===== src/rtl/writeback_stage.sv =====
// writeback_stage: single-entry writeback buffer between the memory stage and
// the register file. It formats load data by size, offset and signedness, flags
// misaligned loads, drives the register-file write port and a forwarding view
// of the held entry, and counts retired entries.
//
// Ports:
//   clk, rst            clock; asynchronous active-high reset
//   in_valid/in_ready   upstream handshake (accept when both high)
//   in_alu_result       ALU result
//   in_mem_data         raw aligned memory word
//   in_dest             destination register index
//   in_reg_write        entry writes a register
//   in_mem_to_reg       select load data (1) or ALU result (0)
//   in_load_size        00 word, 01 halfword, 10 byte, 11 reserved
//   in_load_unsigned    zero-extend (1) or sign-extend (0)
//   in_byte_off         byte address bits [1:0] of the load
//   flush               discard the held entry without retiring it
//   rf_hold             register file cannot take a write this cycle
//   wdat, wreg          register-file write data / index
//   reg_write           single-cycle register-file write strobe
//   fwd_valid/reg/data  forwarding view of the held entry
//   align_err           pulse when a misaligned load retires
//   retire_count        wrapping count of retired entries
module writeback_stage (
   input  logic        clk,
   input  logic        rst,
   input  logic        in_valid,
   output logic        in_ready,
   input  logic [31:0] in_alu_result,
   input  logic [31:0] in_mem_data,
   input  logic [5:0]  in_dest,
   input  logic        in_reg_write,
   input  logic        in_mem_to_reg,
   input  logic [1:0]  in_load_size,
   input  logic        in_load_unsigned,
   input  logic [1:0]  in_byte_off,
   input  logic        flush,
   input  logic        rf_hold,
   output logic [31:0] wdat,
   output logic [5:0]  wreg,
   output logic        reg_write,
   output logic        fwd_valid,
   output logic [5:0]  fwd_reg,
   output logic [31:0] fwd_data,
   output logic        align_err,
   output logic [31:0] retire_count
);

   localparam int unsigned DATA_W = 32;
   localparam int unsigned REG_W  = 6;

   typedef enum logic {EMPTY = 1'b0, FULL = 1'b1} state_t;

   state_t              state_q, state_d;
   logic [DATA_W-1:0]   alu_q, alu_d;
   logic [DATA_W-1:0]   mem_q, mem_d;
   logic [REG_W-1:0]    dest_q, dest_d;
   logic                rw_q, rw_d;
   logic                m2r_q, m2r_d;
   logic [1:0]          size_q, size_d;
   logic                uns_q, uns_d;
   logic [1:0]          off_q, off_d;
   logic [DATA_W-1:0]   count_q, count_d;

   logic                accept;
   logic                retire;
   logic [7:0]          byte_lane;
   logic [15:0]         half_lane;
   logic [DATA_W-1:0]   load_data;
   logic                misaligned;
   logic                dest_ok;

   // State and held-entry registers
   always_ff @(posedge clk or posedge rst) begin
      if (rst) begin
         state_q <= EMPTY;
         alu_q   <= '0;
         mem_q   <= '0;
         dest_q  <= '0;
         rw_q    <= 1'b0;
         m2r_q   <= 1'b0;
         size_q  <= '0;
         uns_q   <= 1'b0;
         off_q   <= '0;
         count_q <= '0;
      end else begin
         state_q <= state_d;
         alu_q   <= alu_d;
         mem_q   <= mem_d;
         dest_q  <= dest_d;
         rw_q    <= rw_d;
         m2r_q   <= m2r_d;
         size_q  <= size_d;
         uns_q   <= uns_d;
         off_q   <= off_d;
         count_q <= count_d;
      end
   end

   // Handshake, next state and capture of an accepted entry
   always_comb begin
      state_d = state_q;
      alu_d   = alu_q;
      mem_d   = mem_q;
      dest_d  = dest_q;
      rw_d    = rw_q;
      m2r_d   = m2r_q;
      size_d  = size_q;
      uns_d   = uns_q;
      off_d   = off_q;
      count_d = count_q;

      // flush blocks acceptance so a flushed cycle can never refill the slot
      in_ready = ((state_q == EMPTY) || !rf_hold) && !flush;
      accept   = in_valid && in_ready;
      retire   = (state_q == FULL) && !rf_hold && !flush;

      if (flush) begin
         state_d = EMPTY;
      end else if (accept) begin
         state_d = FULL;
      end else if (retire) begin
         state_d = EMPTY;
      end

      if (accept) begin
         alu_d  = in_alu_result;
         mem_d  = in_mem_data;
         dest_d = in_dest;
         rw_d   = in_reg_write;
         m2r_d  = in_mem_to_reg;
         size_d = in_load_size;
         uns_d  = in_load_unsigned;
         off_d  = in_byte_off;
      end

      if (retire) begin
         count_d = count_q + DATA_W'(1);
      end
   end

   // Load formatting and write qualification from the held entry
   always_comb begin
      case (off_q)
         2'd0:    byte_lane = mem_q[7:0];
         2'd1:    byte_lane = mem_q[15:8];
         2'd2:    byte_lane = mem_q[23:16];
         default: byte_lane = mem_q[31:24];
      endcase
      // odd halfword offsets are misaligned, so only off[1] picks the lane
      half_lane = off_q[1] ? mem_q[31:16] : mem_q[15:0];

      case (size_q)
         2'b01:   load_data = {{16{!uns_q && half_lane[15]}}, half_lane};
         2'b10:   load_data = {{24{!uns_q && byte_lane[7]}}, byte_lane};
         default: load_data = mem_q;
      endcase

      misaligned = m2r_q && ((size_q == 2'b11) ||
                             ((size_q == 2'b00) && (off_q != 2'd0)) ||
                             ((size_q == 2'b01) && off_q[0]));
      // legal destinations are 1..31: bit 5 clear and not register 0
      dest_ok    = !dest_q[5] && (dest_q[4:0] != 5'd0);

      wdat         = m2r_q ? load_data : alu_q;
      wreg         = dest_q;
      fwd_valid    = (state_q == FULL) && rw_q && dest_ok && !misaligned;
      reg_write    = retire && rw_q && dest_ok && !misaligned;
      align_err    = retire && misaligned;
      fwd_reg      = wreg;
      fwd_data     = wdat;
      retire_count = count_q;
   end

endmodule


===== config.mk =====
export PLATFORM = sky130hd
export DESIGN_NAME = writeback_stage
export DESIGN_NICKNAME = d
export VERILOG_FILES = /design/src/rtl/writeback_stage.sv
export SDC_FILE = /design/constraint.sdc
export NUM_CORES = 1
export LEC_CHECK = 0
export BUFFER_PORTS_ARGS = -buffer_cell sky130_fd_sc_hd__buf_2
export CORE_MARGIN = 2
export CORE_UTILIZATION = 35
export CTS_CLUSTER_SIZE = 10
export DETAILED_ROUTE_END_ITERATION = 8
export PLACE_DENSITY = 0.71
export SYNTH_ARGS = -nofsm -noshare
export SYNTH_HDL_FRONTEND = slang
export SYNTH_SLANG_ARGS = --single-unit

===== constraint.sdc =====
create_clock -name clk -period 8.95 [get_ports clk]
set_input_delay 1.79 -clock clk [delete_from_list [all_inputs] [get_ports clk]]
set_output_delay 1.79 -clock clk [all_outputs]
set_load 0.005 [all_outputs]

==> summary.md <==
| Metric | Value |
|---|---|
| Internal power | 0.000973 W |
| Ys async rst share | 100% |
| CTS tree | built |
| DR iter-0 viols | 278 |
| Setup violators final | 0 |
| Slew Viols, Final | 0 |
| Final Skew | 9.79 ps |
| Slew HR | 29.3% |
| Worst slew pin tran | 1060 ps |
| Crit path largest cell delay | 790 ps |
| Routability congestion estimate | 0.814 |
| CTS Buffer Depth | 2 |
| Drc violations | 0 |
| Post-CTS Resized | 0 |
| Initial DRT Pass Iterations | 4 |
| H-tree depth | 3 |
| Reg area | 0.00275 mm² |
| Final #Nets | 733 |
| Final Non-Filler Cells | 867 |
| Final period utilization | 51.1% |
| Die width | 132 µm |
| Ant diodes | 0 |
| Crit path cell chain | inv_1 -> ha_1 -> nand2_1 -> or2_2 -> a22oi_1 -> o31ai_1 -> buf_2 |
| Delay-heaviest family, CP | adder cells |
| FF+latch count, synth | 110 |
| WHS Endpoint | retire_count[31] |
| FP Rows | 46 |
| Switching part of the total | 32.9% |
| Hold path depth | 1 |
| Grt total ovfl | 0 |
| Via count | 4324 |
| Post-Synth Adder-Cell Area | 1.10% |
| Multi-input logic area | 0.00248 mm² |
| Clock root buffer | clkbuf_16 |
| Vias in the first global route | 4115 |
| CP max FO | 24 |
| Peak VDD IR | 96.1 µV |
| Largest net degree at the start of global routing | 78 |
| Sequential share of power | 43.7% |
| Post-synth EDFFs | 0 |
| Core area | 0.0159 mm² |
| Largest family of logic cells by synthesized area | multiplexers |
| MaxCap Viol Count | 0 |
| Static Leak | 3.38 nW |
| First-pass GRT wire length | 23200 µm |
| Port Buf Inserts | 193 |
| Worst r2r dst | retire_count[22] |
| Slowest cell on the critical path | ha_1 |
| Pwr/cell area | 213 mW/mm² |
| Mapped Nets | 590 |
| Antenna viol nets, final | 0 |
| Synth Area in Compound Gates | 8.35% |
| Die Y | 132 µm |
| Highest achievable clock rate | 0.219 GHz |
| Post-Route WL | 14700 µm |
| Critical Setup Path Class | register to output port |
| Simple-Gate Fraction of Synth Area | 11.7% |
| CP endpoint kind | output port |
| Hold path startpoint | retire_count[31] |
| Area growth syn-to-layout | 19.9% |
| Clock slew at reported path FFs | 80 ps |
| CTS Sinks | 110 |
| Worst path required time | 7160 ps |
| Placed cells | 851 |
| CTS Buf Count | 9 |
| Switch Pwr | 0.000478 W |
| Global router's overall resource usage | 17.1% |
| # hold bufs at CTS | 0 |
| Final hold violation count | 0 |
| Synthesized area | 0.00569 mm² |
| Status | complete, no violations |
| Worst hold path class | register to register |
| Worst EP arrival | 2780 ps |
| Initial antenna violation count | 0 |
| Post-Synth XOR/XNOR Area | 4.77% |
| Clk network pwr share | 26.7% |
| Routed WL per cell | 17.0 µm |
| Setup slack, reg-to-reg | 6760 ps |
| CP startpoint kind | register |
| Reg2Reg Launch Point | state_q |
| Worst reg-to-reg path cell count | 4 |
| Post-synthesis mux area share | 17.5% |
| Cells after Synth | 503 |
| Comb power frac | 29.6% |
| Ys Warns | 0 |
| Synth Flop Type | dfrtp_1 |
| DIE AREA | 0.0173 mm² |
| Yosys cell types | 43 |
| Worst skew pair latency | 350 ps |
| Sequential share of the synthesized area | 48.4% |
| Critical path buffers and inverters | 2 |
| IO Count | 194 |
| Share of cells above drive strength 1 | 48.4% |
| Hold_ws | 479 ps |
| RSZ-0062 raised after global routing | false |
| Initial core utilization | 35.8% |
| Final HPWL DP | 10800 µm |
| Setup TNS | 0 ps |
| Post-CTS setup buffer count | 0 |
| Mapped Avg Cell Area | 11.3 µm² |
| Fin crit period | 4570 ps |
| Fill cells | 1554 |
| Vias/cell | 4.99 |
==> per-layer routing <==
layer | vias to the layer above | global-route usage [%] | share of wire [%]
met4 | 0 | 5.13 | 1.4
met2 | 124 | 26.0 | 47
met1 | 2147 | 24.6 | 47
met3 | 12 | 3.28 | 5.1
met5 | - | 0 | 0
li1 | 2041 | - | -
==> power by group through the flow <==
stage	Combinational (W)	Sequential (W)	Clock (W)
final	0.000430	0.000634	0.000387
after global routing	0.000476	0.000643	0.000423
after CTS	0.000438	0.000633	0.000403
after detailed placement	0.000435	0.000643	0
after global placement	0.000429	0.000641	0
after floorplan	0.000331	0.000613	0
==> cells in the mapped netlist (all sizes together), types with 7 or more instances <==
master / number / share of area, %
a21oi: 15 / 1.3
a221oi: 20 / 3.1
buf: 54 / 6.8
clkbuf: 11 / 0.73
dfrtp: 110 / 48
inv: 10 / 0.66
mux2: 86 / 17
nand2: 48 / 3.2
nand3: 15 / 1.3
nand4: 12 / 1.4
nor2: 25 / 1.6
or2: 7 / 0.77
xnor2: 27 / 4.2
==> layout make-up <==
class | count | share of cell area [%]
clock buffers | 9 | 3.30
clock inverters | 7 | 0.843
inverters | 10 | 0.587
multi-input cells | 318 | 36.4
flip-flops and latches | 110 | 40.3
well taps | 216 | 3.96
repair buffers | 197 | 14.6
==> cells by family (layout without fill, tap and decap cells) <==
logic type	after synthesis	count (layout)
buffers and inverters	75	223
xor gates and xnor gates	31	31
adders and majority gates	5	5
DFF	110	110
and+or+nand+nor	128	128
muxes	89	89
AOI/OAI and AO/OA	65	65
==> cell usage in the layout, fill, tap and decap left out, types with 3 or more instances in the layout <==
cell,count
buf_2,193
dfrtp_1,110
mux2_2,86
nand2_1,47
xnor2_1,27
nor2_1,25
a221oi_1,20
a21oi_1,15
nand3_1,15
nand4_1,11
inv_1,9
clkbuf_16,9
or2_2,7
a21o_1,6
a22oi_1,6
o31ai_1,6
and3_1,5
ha_1,5
xor2_1,4
and4_1,4
clkinv_4,4
buf_4,4
mux2i_1,3
a211oi_1,3
==> per-stage QoR <==
step	cell area (µm²)	utilization (%)	setup slack [ps]	power, W
floorplan	5690	-	4260	0.000944
global placement	6540	41.2	4560	0.00107
detailed placement	6540	41.2	4520	0.00108
CTS	6820	43.0	4330	0.00147
global route	6820	43.0	4130	0.00154
finish	6820	43.0	4380	0.00145
==> worst max path at each step <==
stage | start | to | depth (start not counted)
2_1_floorplan | rst | alu_q[0] | 1
3_3_place_gp | flush | align_err | 4
3_5_place_dp | flush | align_err | 4
4_1_cts | size_q[0] | fwd_data[0] | 7
5_1_grt | m2r_q | wdat[25] | 4
6_report | size_q[1] | fwd_data[2] | 7
Power figures use the tool's default switching activity.
